<file path="src/rtl/case_seq_pkg.sv">
// Shared types and decode constants for the case_seq_ctrl select sequencer.
package case_seq_pkg;

    localparam int CSEQ_HOLD_W = 4;

    typedef enum logic [1:0] {
        IDLE  = 2'd0,
        APPLY = 2'd1,
        HOLD  = 2'd2,
        DONE  = 2'd3
    } state_t;

    typedef struct packed {
        logic [2:0]             sel;
        logic [CSEQ_HOLD_W-1:0] hold;
    } entry_t;

    localparam logic [3:0] K_000 = 4'd1;
    localparam logic [3:0] K_001 = 4'd2;
    localparam logic [3:0] K_101 = 4'd1;
    localparam logic [3:0] K_DEF = 4'd5;

endpackage

</file>
<file path="src/rtl/case_decode.sv">
// Fixed combinational select-to-code decoder.
module case_decode
    import case_seq_pkg::*;
(
    input  logic [2:0] sel_i,
    output logic [3:0] k_o
);

    always_comb begin
        case (sel_i)
            3'b000:  k_o = K_000;
            3'b001:  k_o = K_001;
            3'b101:  k_o = K_101;
            default: k_o = K_DEF;
        endcase
    end

endmodule

</file>
<file path="src/rtl/case_seq_ctrl.sv">
// Table-driven select sequencer with per-entry hold, registered decode and checksum.
// Optional continuous looping over the table when CASE_SEQ_LOOP_EN is defined.
module case_seq_ctrl
    import case_seq_pkg::*;
#(
    parameter int DEPTH  = 8,
    parameter int AW     = 3,
    parameter int HOLD_W = CSEQ_HOLD_W,
    parameter int SUM_W  = 8
) (
    input  logic              clk,
    input  logic              rst,
    input  logic              cfg_we,
    input  logic [AW-1:0]     cfg_addr,
    input  logic [2:0]        cfg_sel,
    input  logic [HOLD_W-1:0] cfg_hold,
    input  logic [AW:0]       cfg_len,
`ifdef CASE_SEQ_LOOP_EN
    input  logic              cfg_loop,
`endif
    input  logic              start,
    output logic              busy,
    output logic              done,
    output logic [2:0]        sel_out,
    output logic [3:0]        k_out,
    output logic              k_valid,
    output logic [SUM_W-1:0]  sum_out
);

    state_t            state_q, state_d;
    logic [AW-1:0]     idx_q, idx_d;
    logic [HOLD_W-1:0] cnt_q, cnt_d;
    logic [AW:0]       len_q, len_d;
    logic [2:0]        sel_q, sel_d;
    logic [3:0]        k_q, k_d;
    logic [SUM_W-1:0]  sum_q, sum_d;
    logic              done_q, done_d;
    entry_t            tbl_q [DEPTH];

    logic [3:0]        k_dec;
    logic [AW:0]       len_sat;
    logic              last_entry;
    logic              hold_end;
    logic              loop_on;

    case_decode u_decode (
        .sel_i (sel_q),
        .k_o   (k_dec)
    );

`ifdef CASE_SEQ_LOOP_EN
    assign loop_on = cfg_loop;
`else
    assign loop_on = 1'b0;
`endif

    assign len_sat    = (cfg_len > (AW+1)'(DEPTH)) ? (AW+1)'(DEPTH) : cfg_len;
    assign last_entry = ({1'b0, idx_q} == (len_q - (AW+1)'(1)));
    assign hold_end   = (state_q == HOLD) && (cnt_q == '0);

    always_ff @(posedge clk or posedge rst) begin
        if (rst) begin
            state_q <= IDLE;
        end else begin
            state_q <= state_d;
        end
    end

    always_comb begin
        state_d = state_q;
        case (state_q)
            IDLE:    if (start && (len_sat != '0)) state_d = APPLY;
            APPLY:   state_d = HOLD;
            HOLD:    if (cnt_q == '0) state_d = (last_entry && !loop_on) ? DONE : APPLY;
            DONE:    state_d = IDLE;
            default: state_d = IDLE;
        endcase
    end

    always_comb begin
        busy    = (state_q != IDLE);
        done    = (state_q == DONE) || done_q;
        k_valid = hold_end;
    end

    // Datapath next-state: table fetch, hold countdown, decode capture and checksum.
    always_comb begin
        idx_d  = idx_q;
        cnt_d  = cnt_q;
        len_d  = len_q;
        sel_d  = sel_q;
        k_d    = k_q;
        sum_d  = sum_q;
        done_d = 1'b0;
        case (state_q)
            IDLE: begin
                if (start) begin
                    sum_d = '0;
                    if (len_sat == '0) begin
                        done_d = 1'b1;
                    end else begin
                        len_d = len_sat;
                        idx_d = '0;
                    end
                end
            end
            APPLY: begin
                sel_d = tbl_q[idx_q].sel;
                cnt_d = HOLD_W'(tbl_q[idx_q].hold);
            end
            HOLD: begin
                if (cnt_q != '0) begin
                    cnt_d = cnt_q - HOLD_W'(1);
                end else begin
                    k_d   = k_dec;
                    sum_d = sum_q + SUM_W'(k_dec);
                    if (!last_entry) begin
                        idx_d = idx_q + AW'(1);
                    end else if (loop_on) begin
                        idx_d  = '0;
                        done_d = 1'b1;
                    end
                end
            end
            default: ;
        endcase
    end

    always_ff @(posedge clk or posedge rst) begin
        if (rst) begin
            idx_q  <= '0;
            cnt_q  <= '0;
            len_q  <= '0;
            sel_q  <= '0;
            k_q    <= '0;
            sum_q  <= '0;
            done_q <= 1'b0;
        end else begin
            idx_q  <= idx_d;
            cnt_q  <= cnt_d;
            len_q  <= len_d;
            sel_q  <= sel_d;
            k_q    <= k_d;
            sum_q  <= sum_d;
            done_q <= done_d;
        end
    end

    // Table writes are locked out for the whole run, including the DONE cycle.
    always_ff @(posedge clk or posedge rst) begin
        if (rst) begin
            for (int i = 0; i < DEPTH; i++) begin
                tbl_q[i] <= '0;
            end
        end else if (cfg_we && !busy) begin
            tbl_q[cfg_addr] <= '{sel: cfg_sel, hold: CSEQ_HOLD_W'(cfg_hold)};
        end
    end

    assign sel_out = sel_q;
    assign k_out   = k_q;
    assign sum_out = sum_q;

endmodule

</file>
<file path="config.mk">
export PLATFORM = sky130hd
export DESIGN_NAME = case_seq_ctrl
export DESIGN_NICKNAME = d
export VERILOG_FILES = /design/src/rtl/case_seq_pkg.sv /design/src/rtl/case_decode.sv /design/src/rtl/case_seq_ctrl.sv
export SDC_FILE = /design/constraint.sdc
export NUM_CORES = 1
export LEC_CHECK = 0
export BUFFER_PORTS_ARGS = -buffer_cell sky130_fd_sc_hd__buf_2
export CAP_MARGIN = 20
export CORE_ASPECT_RATIO = 0.6
export CORE_MARGIN = 5
export CORE_UTILIZATION = 60
export CTS_CLUSTER_SIZE = 30
export DETAILED_ROUTE_END_ITERATION = 10
export GPL_TIMING_DRIVEN = 1
export PLACE_DENSITY = 0.8
export SLEW_MARGIN = 15
export SYNTH_ARGS = -nofsm -noshare
export SYNTH_HDL_FRONTEND = slang
export SYNTH_HIERARCHICAL = 1
export SYNTH_SLANG_ARGS = --single-unit
</file>
<file path="constraint.sdc">
create_clock -name clk -period 5.9 [get_ports clk]
set_input_delay 0 -clock clk [delete_from_list [all_inputs] [get_ports clk]]
set_output_delay 0 -clock clk [all_outputs]
set_load 0.005 [all_outputs]
</file>
## Word-level counts from Yosys, hierarchy flattened

Index checks and enable logic that the tools add are counted.

| storage, ports and cells | value |
|---|---|
| logic and storage cells | 96 |
| register bits after elaboration | 85 |
| input port bits | 18 |
| output and inout port bits | 18 |

| operators by class | value |
|---|---|
| $add $sub $neg | 4 |
| muxes and demuxes | 25 |
| equality and inequality tests | 13 |
| reduce and logical (&&, ||, !) cells | 22 |
| bitwise operators | 4 |
| magnitude comparators | 4 |

Operators with widths:

| operator | number |
|---|---|
| $bwmux W56 | 1 |
| $bmux W7 S3 | 1 |
| $demux W7 S3 | 1 |
| $mux W7 | 3 |
| $mux W8 | 2 |
| $pmux W8 S2 | 1 |
| $mux W3 | 4 |
| $pmux W3 S2 | 2 |
| $ne A2 B2 Y1 const B | 5 |
| $add A8 B4 Y8 | 1 |
| $ge A4 B4 Y1 const B | 2 |
| $logic_not A4 Y1 | 2 |
| $mux W4 | 2 |
| $not A3 Y4 | 2 |
| $pmux W2 S4 | 1 |
| $pmux W4 S2 | 1 |
| $reduce_bool A4 Y1 | 2 |
| $sub A4 B1 Y4 const B | 2 |
| $mux W2 | 3 |
| $reduce_and A2 Y1 | 3 |
| $reduce_and A3 Y1 | 2 |
| $reduce_bool A2 Y1 | 3 |
| $reduce_and A5 Y1 | 1 |
| $eq A2 B2 Y1 const B | 2 |
| other kinds (16) | 23 |

## Depth between registers and ports, before layout

| depth | value |
|---|---|
| depth after elaboration | 6 |
| mapped depth | 9 |
| gate-level depth less buffers | 9 |

## Cells and area by module

The synthesis kept the hierarchy.

By module, submodules not included:

| module | cells an instance | instances | area each (sq um) | sequential area each (sq um) |
|---|---|---|---|---|
| case_seq_ctrl | 324 | 1 | 4134.0 | 2127.0 |
| case_decode | 6 | 1 | 35.0 | 0.0 |

## Worst setup path before layout

Ideal clock, no wire load.

| timing path | value |
|---|---|
| path kind | register to register |
| from | reg sel_q[0], in the netlist sel_out[0] |
| to | reg sum_q[6], in the netlist sum_out[6] |
| cell stages (with the launch flop) | 10 |
| clock period less this slack | 2.113 ns |
| library setup time | 0.121 ns |
| path slack | 3.787 ns |
| buffers on the path | 0 |
| data required time | 5.779 ns |
| arrival | 1.991 ns |
| cells stage by stage | dfrtp_1 -> inv_1 -> or3_1 -> ha_1 -> fa_1 -> a21o_1 -> a21oi_1 -> nor3_1 -> xnor2_1 -> nor2_1 |

| on the way | value |
|---|---|
| cells in the longest elaborated chain, start to end | 6 |
| elaborated cells on any way between the ends | 8 |
| those cells by class | 1 x add/sub; 2 x eq/ne; 3 x mux; 2 x reduce/logical |

Ends and longest elaborated chain:

| what | line | source |
|---|---|---|
| start, declared | case_seq_ctrl.sv:34 | `logic [2:0] sel_q, sel_d;` |
| start signal, assigned | case_seq_ctrl.sv:142 | `sel_q <= sel_d;` |
| $eq A3 B3 Y1 or $logic_not A3 Y1 (tied branches) | case_decode.sv:10 | `case (sel_i)` |
| $reduce_or A2 Y1 (no line) | n/a |  |
| $pmux W3 S2 (*) | case_decode.sv:10 |  |
| named net k_dec[0] | case_seq_ctrl.sv:40 | `logic [3:0] k_dec;` |
| $add A8 B4 Y8 (*) | case_seq_ctrl.sv:116 | `sum_d = sum_q + SUM_W'(k_dec);` |
| $mux W8 (*) | case_seq_ctrl.sv:112 | `if (cnt_q != '0) begin` |
| $pmux W8 S2 (*) | case_seq_ctrl.sv:95 | `case (state_q)` |
| end signal, assigned | case_seq_ctrl.sv:144 | `sum_q <= sum_d;` |
| end, declared | case_seq_ctrl.sv:36 | `logic [SUM_W-1:0] sum_q, sum_d;` |

The timed path passes the listed nets; every way through them passes the cells marked *. The select of a mux whose other input is x is not followed.
A chain may end at the register's enable or synchronous reset.

## Worst setup path after layout

Ends and elaborated chain as after synthesis.

==> flow_summary.ini <==
[run_status]
status = completed

[finish]
diodes = 0
mostFrequentLayoutCell = dfrtp_1
mostFrequentLayoutCells = dfrtp_1 (85), mux2_2 (49), buf_2 (35)
layout-drive-gt1-share_pct = 35.3
fin_nets = 399
final_area_sq_um = 4770
area_delta_synth_final_pct = 14.5

[placed_design]
dp_hpwl_um = 6060
gp_routability_congestion = 0.892
detailedPlace.worstSlack_ns = 3.62
dpl_cell_area_sq_um = 4400
port_buffers = 35

[synthesis]
synth_xor_area_share_pct = 1.26
synthArstFlopShare_pct = 100
synth_simple_gate_area_share_pct = 9.90
synth_top_area_share_pct = 51.0
syn_area_sq_um = 4170
synth_top_family_by_area = multiplexers
synth_compound_area_share_pct = 7.47
ys_ff_latch = 85
synth-adder-area-share_pct = 2.88
ys_types = 51
synthCells = 330
synth_edf_count = 0
yosys_warnings = 6
synthMuxAreaShare_pct = 24.8
ys_top_cells_by_area = dfrtp_1 (51%), mux2_2 (13%), mux4_2 (7.6%)
ys_seq_area_share_pct = 51.0
syn_avg_cell_area_sq_um = 12.6
synth_ff_type = dfrtp_1
yosys.area.top_type = dfrtp_1
synth_nets = 357

[floorplan]
start_util_pct = 62.2
core_sq_um = 6710
die_y_um = 74.6
io_pins = 36
rows = 23
die_area_sq_um = 8770
die_w_um = 118

[clock_tree]
post_cts_buffers = 0
clk_pin_slew_ns = 0.06
ctsResizeCount = 0
cts-root-buf = clkbuf_16
clock_sink_count = 85
cts_tree = built
cts_buffers = 9
htree_levels = 3
clock_path_buffers = 2
hold_buffers = 4
clk_latency_ns = 0.34

[global_routing]
antenna_found_initial = 0
grt_pass1_vias = 2865
overflow = 0
grtUsageTotal_pct = 21.7
grt_pass1_wl_um = 14500
grt_max_degree = 86

[drt]
drt-initial-drc-count = 282
viasPerCell = 6.01
wirelength_um = 8740
wl_per_cell_um = 18.8
drc = 0
drt_first_pass_iters = 4
ant_nets = 0
num_vias = 2788

[worst_setup_path]
worstSetupEndpointType = flop
slowest_delay_ns = 0.42
cp_slowest_cell = fa_1
crit_family = adder cells
cp.arrival_ns = 2.52
startpoint_type = flop
required_ns = 6.11
crit_type = reg -> reg
r2r_slack_ns = 3.59
worst-path-buf-inv = 1
crit_fanout = 3
cp_cell_sequence = inv_1 -> or3_1 -> ha_1 -> fa_1 -> a21o_1 -> a21oi_1 -> nor3_1 -> xnor2_1 -> nor2_1

[sta]
skew_ns = 0.00473
fin_crit_sh_pct = 39.1
post-route-min-period_ns = 2.31
tightest_slew_ns = 0.982
tns_ns = 0
fin_ws_ns = 3.59
hold_violations = 0
rsz0062_at_grt = false
max_freq_mhz = 434
relSlewSlack_pct = 34.5
slew_violations = 0
finalSetupViolations = 0

[power_and_ir_drop]
powerDensity_nw_per_um2 = 509
leakage_nw = 2.25
p_total_mw = 2.43
peakVddDrop_mv = 0.264

[worst_hold_path]
hold_path.class = in -> reg

[run]
maxCapViolations = 0
through the flow:
step	util (%)	cells	hold WS, ns
after floorplan	-	330	0.0891
after global placement	65.6	442	0.251
after detailed placement	65.6	442	0.245
after CTS	70.6	462	0.00247
after global routing	71.2	464	0.0104
final	71.2	464	0.0104
final timing paths:
check / from / to / cells past startpoint
max: sel_out[0] / sum_out[6] / 9
min: cfg_hold[1] / tbl_q[29] / 2
max reg2reg: sel_out[0] / sum_out[6] / 9
min reg2reg: k_out[1] / k_out[1] / 2
max in group asynchronous: rst / k_out[2] / 5
min in group asynchronous: rst / tbl_q[6] / 4
power breakdown:
part,switching [mW],total (mW),internal (mW)
Clock,0.217,0.546,0.329
Combinational,0.352,0.830,0.478
Sequential,0.215,1.06,0.841
Total,0.784,2.43,1.65
synthesized netlist by cell type (all sizes together), types with 2 or more instances:
| library cell | count |
|---|---|
| a211oi | 2 |
| a21o | 4 |
| a21oi | 10 |
| a22oi | 3 |
| a31oi | 2 |
| and3 | 3 |
| buf | 9 |
| clkbuf | 2 |
| dfrtp | 85 |
| ha | 8 |
| inv | 11 |
| mux2 | 56 |
| mux2i | 6 |
| mux4 | 14 |
| nand2 | 33 |
| nand2b | 3 |
| nand3 | 7 |
| nand4bb | 2 |
| nor2 | 18 |
| nor2b | 4 |
| nor3 | 5 |
| o21ai | 14 |
| o22ai | 3 |
| o31ai | 3 |
| or3 | 4 |
| xnor2 | 2 |
| xor2 | 4 |
cell families (layout without fill, tap and decap cells):
group / after synthesis / in the layout
AO/OA/AOI/OAI: 46 / 46
XOR/XNOR: 6 / 6
adder cells (fa/ha/maj): 9 / 9
buffers and inverters: 23 / 70
flip-flops: 85 / 85
multiplexers: 76 / 76
other: 1 / 1
AND/OR/NAND/NOR: 84 / 84
cell type report:
| type | count | area, sq um |
|---|---|---|
| timing repair buffer | 42 | 260 |
| fill | 458 | 1930 |
| clock inverter | 3 | 17.5 |
| clock buffer | 13 | 280 |
| inverter | 12 | 46.3 |
| multi-input combinational | 222 | 1930 |
| sequential | 85 | 2130 |
| tap | 87 | 109 |
sequential cells by signal, indices dropped and copies added (netlist names):
register,cells
tbl_q,56
idx_q,3
sel_out,3
k_out,4
state_q,2
cnt_q,4
done_q,1
sum_out,8
len_q,4
layer usage:
metal	wire length [um]	track usage, %	vias up
met4	152	7.63	0
met1	4100	31.3	1399
met5	0	0	-
li1	-	-	1286
met2	3890	31.8	84
met3	595	6.69	19
Power figures use the tool's default switching activity.
